**src/rtl/demux1to4_8bit_reg.sv**
```systemverilog
// Registered 1-to-4 byte demultiplexer with per-channel one-entry output registers.
// Optional per-channel accept counters when DEMUX1TO4_COUNT_EN is defined.
module demux1to4_8bit_reg #(
    parameter int WIDTH = 8
) (
    input  logic             clk,
    input  logic             rst,
    input  logic [WIDTH-1:0] in_data,
    input  logic [1:0]       in_sel,
    input  logic             in_valid,
    output logic             in_ready,
    output logic [WIDTH-1:0] out0_data,
    output logic [WIDTH-1:0] out1_data,
    output logic [WIDTH-1:0] out2_data,
    output logic [WIDTH-1:0] out3_data,
    output logic [3:0]       out_valid,
    input  logic [3:0]       out_ready
`ifdef DEMUX1TO4_COUNT_EN
    ,
    output logic [15:0]      cnt0,
    output logic [15:0]      cnt1,
    output logic [15:0]      cnt2,
    output logic [15:0]      cnt3
`endif
);

    logic             accept;
    logic [3:0]       load;
    logic [3:0]       consume;
    logic [WIDTH-1:0] data_q [4];

    // Only the addressed channel gates the producer; out_ready feeds through for full rate.
    assign in_ready = !rst && (!out_valid[in_sel] || out_ready[in_sel]);
    assign accept   = in_valid && in_ready;
    assign consume  = out_valid & out_ready;

    always_comb begin
        load = 4'b0000;
        if (accept) begin
            load[in_sel] = 1'b1;
        end
    end

    always_ff @(posedge clk) begin
        if (rst) begin
            out_valid <= 4'b0000;
            for (int k = 0; k < 4; k++) begin
                data_q[k] <= '0;
            end
        end else begin
            out_valid <= load | (out_valid & ~consume);
            for (int k = 0; k < 4; k++) begin
                if (load[k]) begin
                    data_q[k] <= in_data;
                end
            end
        end
    end

    assign out0_data = data_q[0];
    assign out1_data = data_q[1];
    assign out2_data = data_q[2];
    assign out3_data = data_q[3];

`ifdef DEMUX1TO4_COUNT_EN
    logic [15:0] cnt_q [4];

    // Saturating: a counter parked at all-ones means "at least 65535 transfers".
    always_ff @(posedge clk) begin
        if (rst) begin
            for (int k = 0; k < 4; k++) begin
                cnt_q[k] <= 16'h0000;
            end
        end else begin
            for (int k = 0; k < 4; k++) begin
                if (load[k] && (cnt_q[k] != 16'hFFFF)) begin
                    cnt_q[k] <= cnt_q[k] + 16'h0001;
                end
            end
        end
    end

    assign cnt0 = cnt_q[0];
    assign cnt1 = cnt_q[1];
    assign cnt2 = cnt_q[2];
    assign cnt3 = cnt_q[3];
`endif

endmodule

```
**config.mk**
```make
export PLATFORM = sky130hd
export DESIGN_NAME = demux1to4_8bit_reg
export DESIGN_NICKNAME = d
export VERILOG_FILES = /design/src/rtl/demux1to4_8bit_reg.sv
export SDC_FILE = /design/constraint.sdc
export NUM_CORES = 1
export LEC_CHECK = 0
export ABC_AREA = 1
export BUFFER_PORTS_ARGS = -buffer_cell sky130_fd_sc_hd__buf_2
export CORE_ASPECT_RATIO = 1.1
export CORE_MARGIN = 5
export CORE_UTILIZATION = 54
export CTS_BUF_LIST = sky130_fd_sc_hd__clkbuf_4 sky130_fd_sc_hd__clkbuf_8
export CTS_CLUSTER_DIAMETER = 100
export CTS_CLUSTER_SIZE = 28
export DETAILED_ROUTE_END_ITERATION = 7
export GPL_TIMING_DRIVEN = 1
export PLACE_DENSITY = 0.86
export SYNTH_ARGS = -nofsm -noshare
export SYNTH_HDL_FRONTEND = slang
export SYNTH_SLANG_ARGS = --single-unit
```
**constraint.sdc**
```tcl
create_clock -name clk -period 3 [get_ports clk]
set_input_delay 0.15 -clock clk [delete_from_list [all_inputs] [get_ports clk]]
set_output_delay 0.15 -clock clk [all_outputs]
set_load 0.02 [all_outputs]
```
Word-level counts from Yosys, hierarchy flattened
Memories as Yosys holds them, arrays and structs flattened.
Cells that the tools add are included.
{"block": "totals", "register_bits": 4, "ram_bits": 32, "input_bits": 17, "n_memories": 1}
{"name": "data_q", "words": 4, "word_bits": 8, "rd": 4, "rd_clocked_by_memory_dff": 0, "write_ports": 4, "line_no": "30", "source": "logic [WIDTH-1:0] data_q [4];"}
{"block": "classes", "magnitude_cmp": 2, "mux": 25, "n_bitwise": 8, "n_reduce_logical": 6}
{"op": "$mux W8", "n": 4}
{"op": "$mux W1", "n": 17}
{"op": "$and A4 B4 Y4", "n": 2}
{"op": "$bmux W1 S2", "n": 2}
{"op": "$mux W4", "n": 1}
{"op": "$not A4 Y4", "n": 1}
{"op": "$or A1 B1 Y1", "n": 4}
{"op": "$or A4 B4 Y4", "n": 1}
{"op": "$logic_and A1 B1 Y1", "n": 3}
{"op": "$lt A2 B3 Y1 const B", "n": 1}
{"op": "$demux W1 S2", "n": 1}
{"op": "$ge A2 B1 Y1 const B", "n": 1}
{"op": "$logic_not A1 Y1", "n": 2}
{"op": "$logic_or A1 B1 Y1", "n": 1}

Depth between registers and ports, before layout
{"block": "depth", "ltp_word": 11, "depth_mapped": 9, "ltp_nobuf": 8}

Least setup slack after synthesis
OpenSTA, ideal clock, no wires.
{"block": "synth_path", "kind": "flip-flop to flip-flop", "from": "register out_valid[3]", "to": "memory data_q[0][0], enable pin", "setup_ns": 0.329, "arrival_time_ns": 1.140, "path_slack_ns": 1.531, "path_stages_with_launch": 8, "n_path_buf": 0, "period_less_slack_ns": 1.469, "path_cell_list": "dfxtp_1 -> nand2_1 -> nand2_1 -> nand2_1 -> nand2_1 -> nand2_4 -> nand4_4 -> nand2_1"}
{"item": "start, declared", "line_no": "16", "source": "output logic [3:0] out_valid,"}
{"item": "start signal, assigned", "line_no": "51", "source": "out_valid <= load | (out_valid & ~consume);"}
{"item": "end, declared", "line_no": "30"}

==> flow_summary.html <==
<table>
<tr><th>Metric</th><th>Value</th></tr>
<tr><th colspan="2">Timing</th></tr>
<tr><td>Min Hold Slack</td><td>0.0548 ns</td></tr>
<tr><td>Max-slew violations</td><td>0</td></tr>
<tr><td>Normalized max-slew margin</td><td>0.756</td></tr>
<tr><td>Final min period</td><td>between 1.5 and 2 ns</td></tr>
<tr><td>Final setup TNS</td><td>0 ns</td></tr>
<tr><td>Final Skew</td><td>around 0.011 ns</td></tr>
<tr><td>Transition time at the pin with the least slew margin</td><td>between 0.3 and 0.4 ns</td></tr>
<tr><td># setup viols final</td><td>0</td></tr>
<tr><td>Final hold vios</td><td>0</td></tr>
<tr><td>Part of the cycle the worst path needs</td><td>0.543</td></tr>
<tr><td>Unrepaired setup endpoints after global routing</td><td>false</td></tr>
<tr><td>Top achievable clock speed</td><td>roughly 610 MHz</td></tr>
<tr><th colspan="2">Floorplan</th></tr>
<tr><td>Area of the core</td><td>roughly 2500 µm²</td></tr>
<tr><td>Row count</td><td>19</td></tr>
<tr><td>Starting utilization of the core area</td><td>0.577</td></tr>
<tr><td>Die outline area</td><td>3860 µm²</td></tr>
<tr><td>Overall die width</td><td>59.7 µm</td></tr>
<tr><td># IOs</td><td>54</td></tr>
<tr><td>Die height</td><td>roughly 65 µm</td></tr>
<tr><th colspan="2">Route</th></tr>
<tr><td>DRT Wirelength</td><td>approximately 3.2 mm</td></tr>
<tr><td>DRC</td><td>0</td></tr>
<tr><td>Detailed-route vias per instance</td><td>~5.1</td></tr>
<tr><td>Antenna violation net count after detailed routing</td><td>0</td></tr>
<tr><td>Pre-Repair DR Iteration Count</td><td>4</td></tr>
<tr><td>Iteration-0 DRC count of the detailed router</td><td>26</td></tr>
<tr><td>Number of vias in the routed layout</td><td>about 1100</td></tr>
<tr><td>Per-cell routed wire length</td><td>14.8 µm</td></tr>
<tr><th colspan="2">Critical path</th></tr>
<tr><td>Critical path capture point type</td><td>register</td></tr>
<tr><td>Chain of cells forming the critical path</td><td>nand2_1, nand2_1, nand2_1, nand2_1, nand2_4, nand4_4, nand2_1</td></tr>
<tr><td>CP arrival</td><td>between 1.5 and 2 ns</td></tr>
<tr><td>Slowest cell on crit path</td><td>sky130_fd_sc_hd__dfxtp_1</td></tr>
<tr><td>Setup Crit Path Kind</td><td>register to register</td></tr>
<tr><td>Startpoint Class</td><td>register</td></tr>
<tr><td>Critical Path Most Common Cell</td><td>sky130_fd_sc_hd__nand2_1</td></tr>
<tr><td>CP max FO</td><td>10</td></tr>
<tr><td>Highest cell delay on the worst timing path</td><td>0.35 ns</td></tr>
<tr><td>Data required time of the worst path</td><td>~3.0 ns</td></tr>
<tr><th colspan="2">Power and ir drop</th></tr>
<tr><td>Power density over the cells</td><td>approximately 550 nW/µm²</td></tr>
<tr><td>Static leakage</td><td>roughly 0.9 nW</td></tr>
<tr><td>Largest vdd supply drop</td><td>~0.56 mV</td></tr>
<tr><th colspan="2">Clock network</th></tr>
<tr><td>Max clock buf depth</td><td>2</td></tr>
<tr><td>Clk sink count</td><td>36</td></tr>
<tr><td>Clock latency on the worst-skew pair</td><td>0.33 ns</td></tr>
<tr><td>Number of buffers created by CTS</td><td>5</td></tr>
<tr><td>CTS-repair resized insts</td><td>0</td></tr>
<tr><td>Clock tree root driver cell</td><td>sky130_fd_sc_hd__clkbuf_4</td></tr>
<tr><td>Clock-pin slew of the registers on the worst-case setup and hold paths</td><td>between 0.1 and 0.15 ns</td></tr>
<tr><td>Post CTS Setup Buffer Count</td><td>0</td></tr>
<tr><td>Number of hold buffers added after cts</td><td>0</td></tr>
<tr><td>H-tree depth</td><td>2</td></tr>
<tr><td>CTS tree</td><td>done</td></tr>
<tr><th colspan="2">Synth</th></tr>
<tr><td>Sequential share of the synthesized area</td><td>0.709</td></tr>
<tr><td>Synthesized cell area</td><td>~1500 µm²</td></tr>
<tr><td>Flop and latch count out of synthesis</td><td>36</td></tr>
<tr><td>Number of nets produced by synthesis</td><td>140</td></tr>
<tr><td>Count of synthesis-stage warnings from yosys</td><td>0</td></tr>
<tr><td>Syn Area/Cell</td><td>~12 µm²</td></tr>
<tr><td>Number of library cell types mapped by synthesis</td><td>12</td></tr>
<tr><td>Synthesized netlist cell count</td><td>123</td></tr>
<tr><th colspan="2">Status</th></tr>
<tr><td>Result of the run</td><td>finished clean</td></tr>
<tr><th colspan="2">GRT</th></tr>
<tr><td>First-pass GRT wire length</td><td>roughly 5 mm</td></tr>
<tr><td>Number of global-route vias before repair</td><td>around 1100</td></tr>
<tr><td>Number of antenna violations at the first check in global routing</td><td>0</td></tr>
<tr><td>GR Overflow Total</td><td>0</td></tr>
<tr><td>Largest net degree at the start of global routing</td><td>12</td></tr>
<tr><td>Overall routing resource usage</td><td>0.177</td></tr>
<tr><th colspan="2">Job</th></tr>
<tr><td>Number of max-cap violations</td><td>0</td></tr>
<tr><th colspan="2">Placed design</th></tr>
<tr><td>Final weighted congestion of routability-driven global placement</td><td>a little under 0.8</td></tr>
<tr><td>Quantity of I/O buffers inserted on ports</td><td>53</td></tr>
<tr><td>Detailed placer's ending HPWL</td><td>2.51 mm</td></tr>
<tr><th colspan="2">Cells and area</th></tr>
<tr><td>Growth of design area from synthesis to finish</td><td>25.4%</td></tr>
<tr><td>Total inserted antenna cells</td><td>0</td></tr>
<tr><td>Fraction of layout cells with a size suffix above 1</td><td>0.383</td></tr>
<tr><td>Nets</td><td>about 200</td></tr>
<tr><th colspan="2">Min path</th></tr>
<tr><td>Type of the tightest min-delay check</td><td>primary input to register</td></tr>
</table>
==> synth_stat cells (all sizes together) <==
cell type | instances | share of area
edfxtp | 32 | 0.65
nor2 | 36 | 0.095
nand4 | 4 | 0.058
dfxtp | 4 | 0.055
nand2 | 22 | 0.061
inv | 16 | 0.041
nand3 | 3 | 0.010
buf | 1 | 0.0077
a21oi | 5 | 0.017
==> layout make-up <==
type                       instances  area, µm²
clock buffer                       6       45.0
clock inverter                     2       35.0
fill                             180        703
inverter                          16       60.1
multi-input combinational         70        355
sequential                        36       1040
tap                               31       38.8
timing repair buffer              53        265
==> registers in the layout, indices dropped and copies added, names as in the netlist <==
signal,cells
data_q,32
out_valid,4
==> logic make-up (layout without fill, tap and decap cells) <==
logic type      count (synthesis)  in the layout  share of synthesized area
simple gates                   65             65                      0.225
flops                          36             36                      0.709
buf+inv                        17             77                     0.0486
compound gates                  5              5                     0.0170
==> report_power, final <==
group	switching, W	internal, W	total, W
Sequential	0.00000559	0.000565	0.000571
Combinational	0.0000783	0.0000306	0.000109
Clock	0.000153	0.000184	0.000337
==> path summary, 6_finish.rpt <==
path,from,endpoint,slack [ns],cells past startpoint
setup reg to reg,out_valid[2],data_q[0][7],1.37,7
setup / recovery,out_valid[2],data_q[0][7],1.37,7
hold reg to reg,out_valid[3],out_valid[3],0.50,2
hold / removal,rst,out_valid[0],0.05,2
==> metrics by stage <==
step | total power [W] | setup slack [ns] | cells | instance area [µm²] | util
after floorplan | 0.000648 | 1.53 | 123 | 1470 | -
after global placement | 0.000686 | 1.41 | 206 | 1760 | 0.692
after detailed placement | 0.000692 | 1.31 | 206 | 1760 | 0.692
after CTS | 0.00102 | 1.35 | 214 | 1840 | 0.724
after global routing | 0.00106 | 1.27 | 214 | 1840 | 0.724
final | 0.00102 | 1.37 | 214 | 1840 | 0.724
==> critical path, delay by kind of cell, from the launching register on <==
kind          cells  cell delay, ns
simple gates      7            0.95
flops             1            0.35
==> metal layers <==
layer  GRT usage  vias to the layer above  routed length [µm]
met2       0.304                       60                1630
met3      0.0456                        9                 283
li1            -                      519                   -
met1       0.204                      499                1190
met5           0                        -                   0
met4      0.0748                        0                  64
==> placed cells by master, fill, tap and decap left out, types with 3 or more instances in the layout <==
cell	Yosys	final
sky130_fd_sc_hd__clkbuf_4	0	6
sky130_fd_sc_hd__buf_2	0	53
sky130_fd_sc_hd__nor2_1	34	34
sky130_fd_sc_hd__edfxtp_1	32	32
sky130_fd_sc_hd__dfxtp_1	4	4
sky130_fd_sc_hd__nand2_1	21	21
sky130_fd_sc_hd__a21oi_1	5	5
sky130_fd_sc_hd__nand3_1	3	3
sky130_fd_sc_hd__inv_1	14	14
sky130_fd_sc_hd__nand4_4	4	4
No activity file was read; power rests on OpenSTA's default activity.
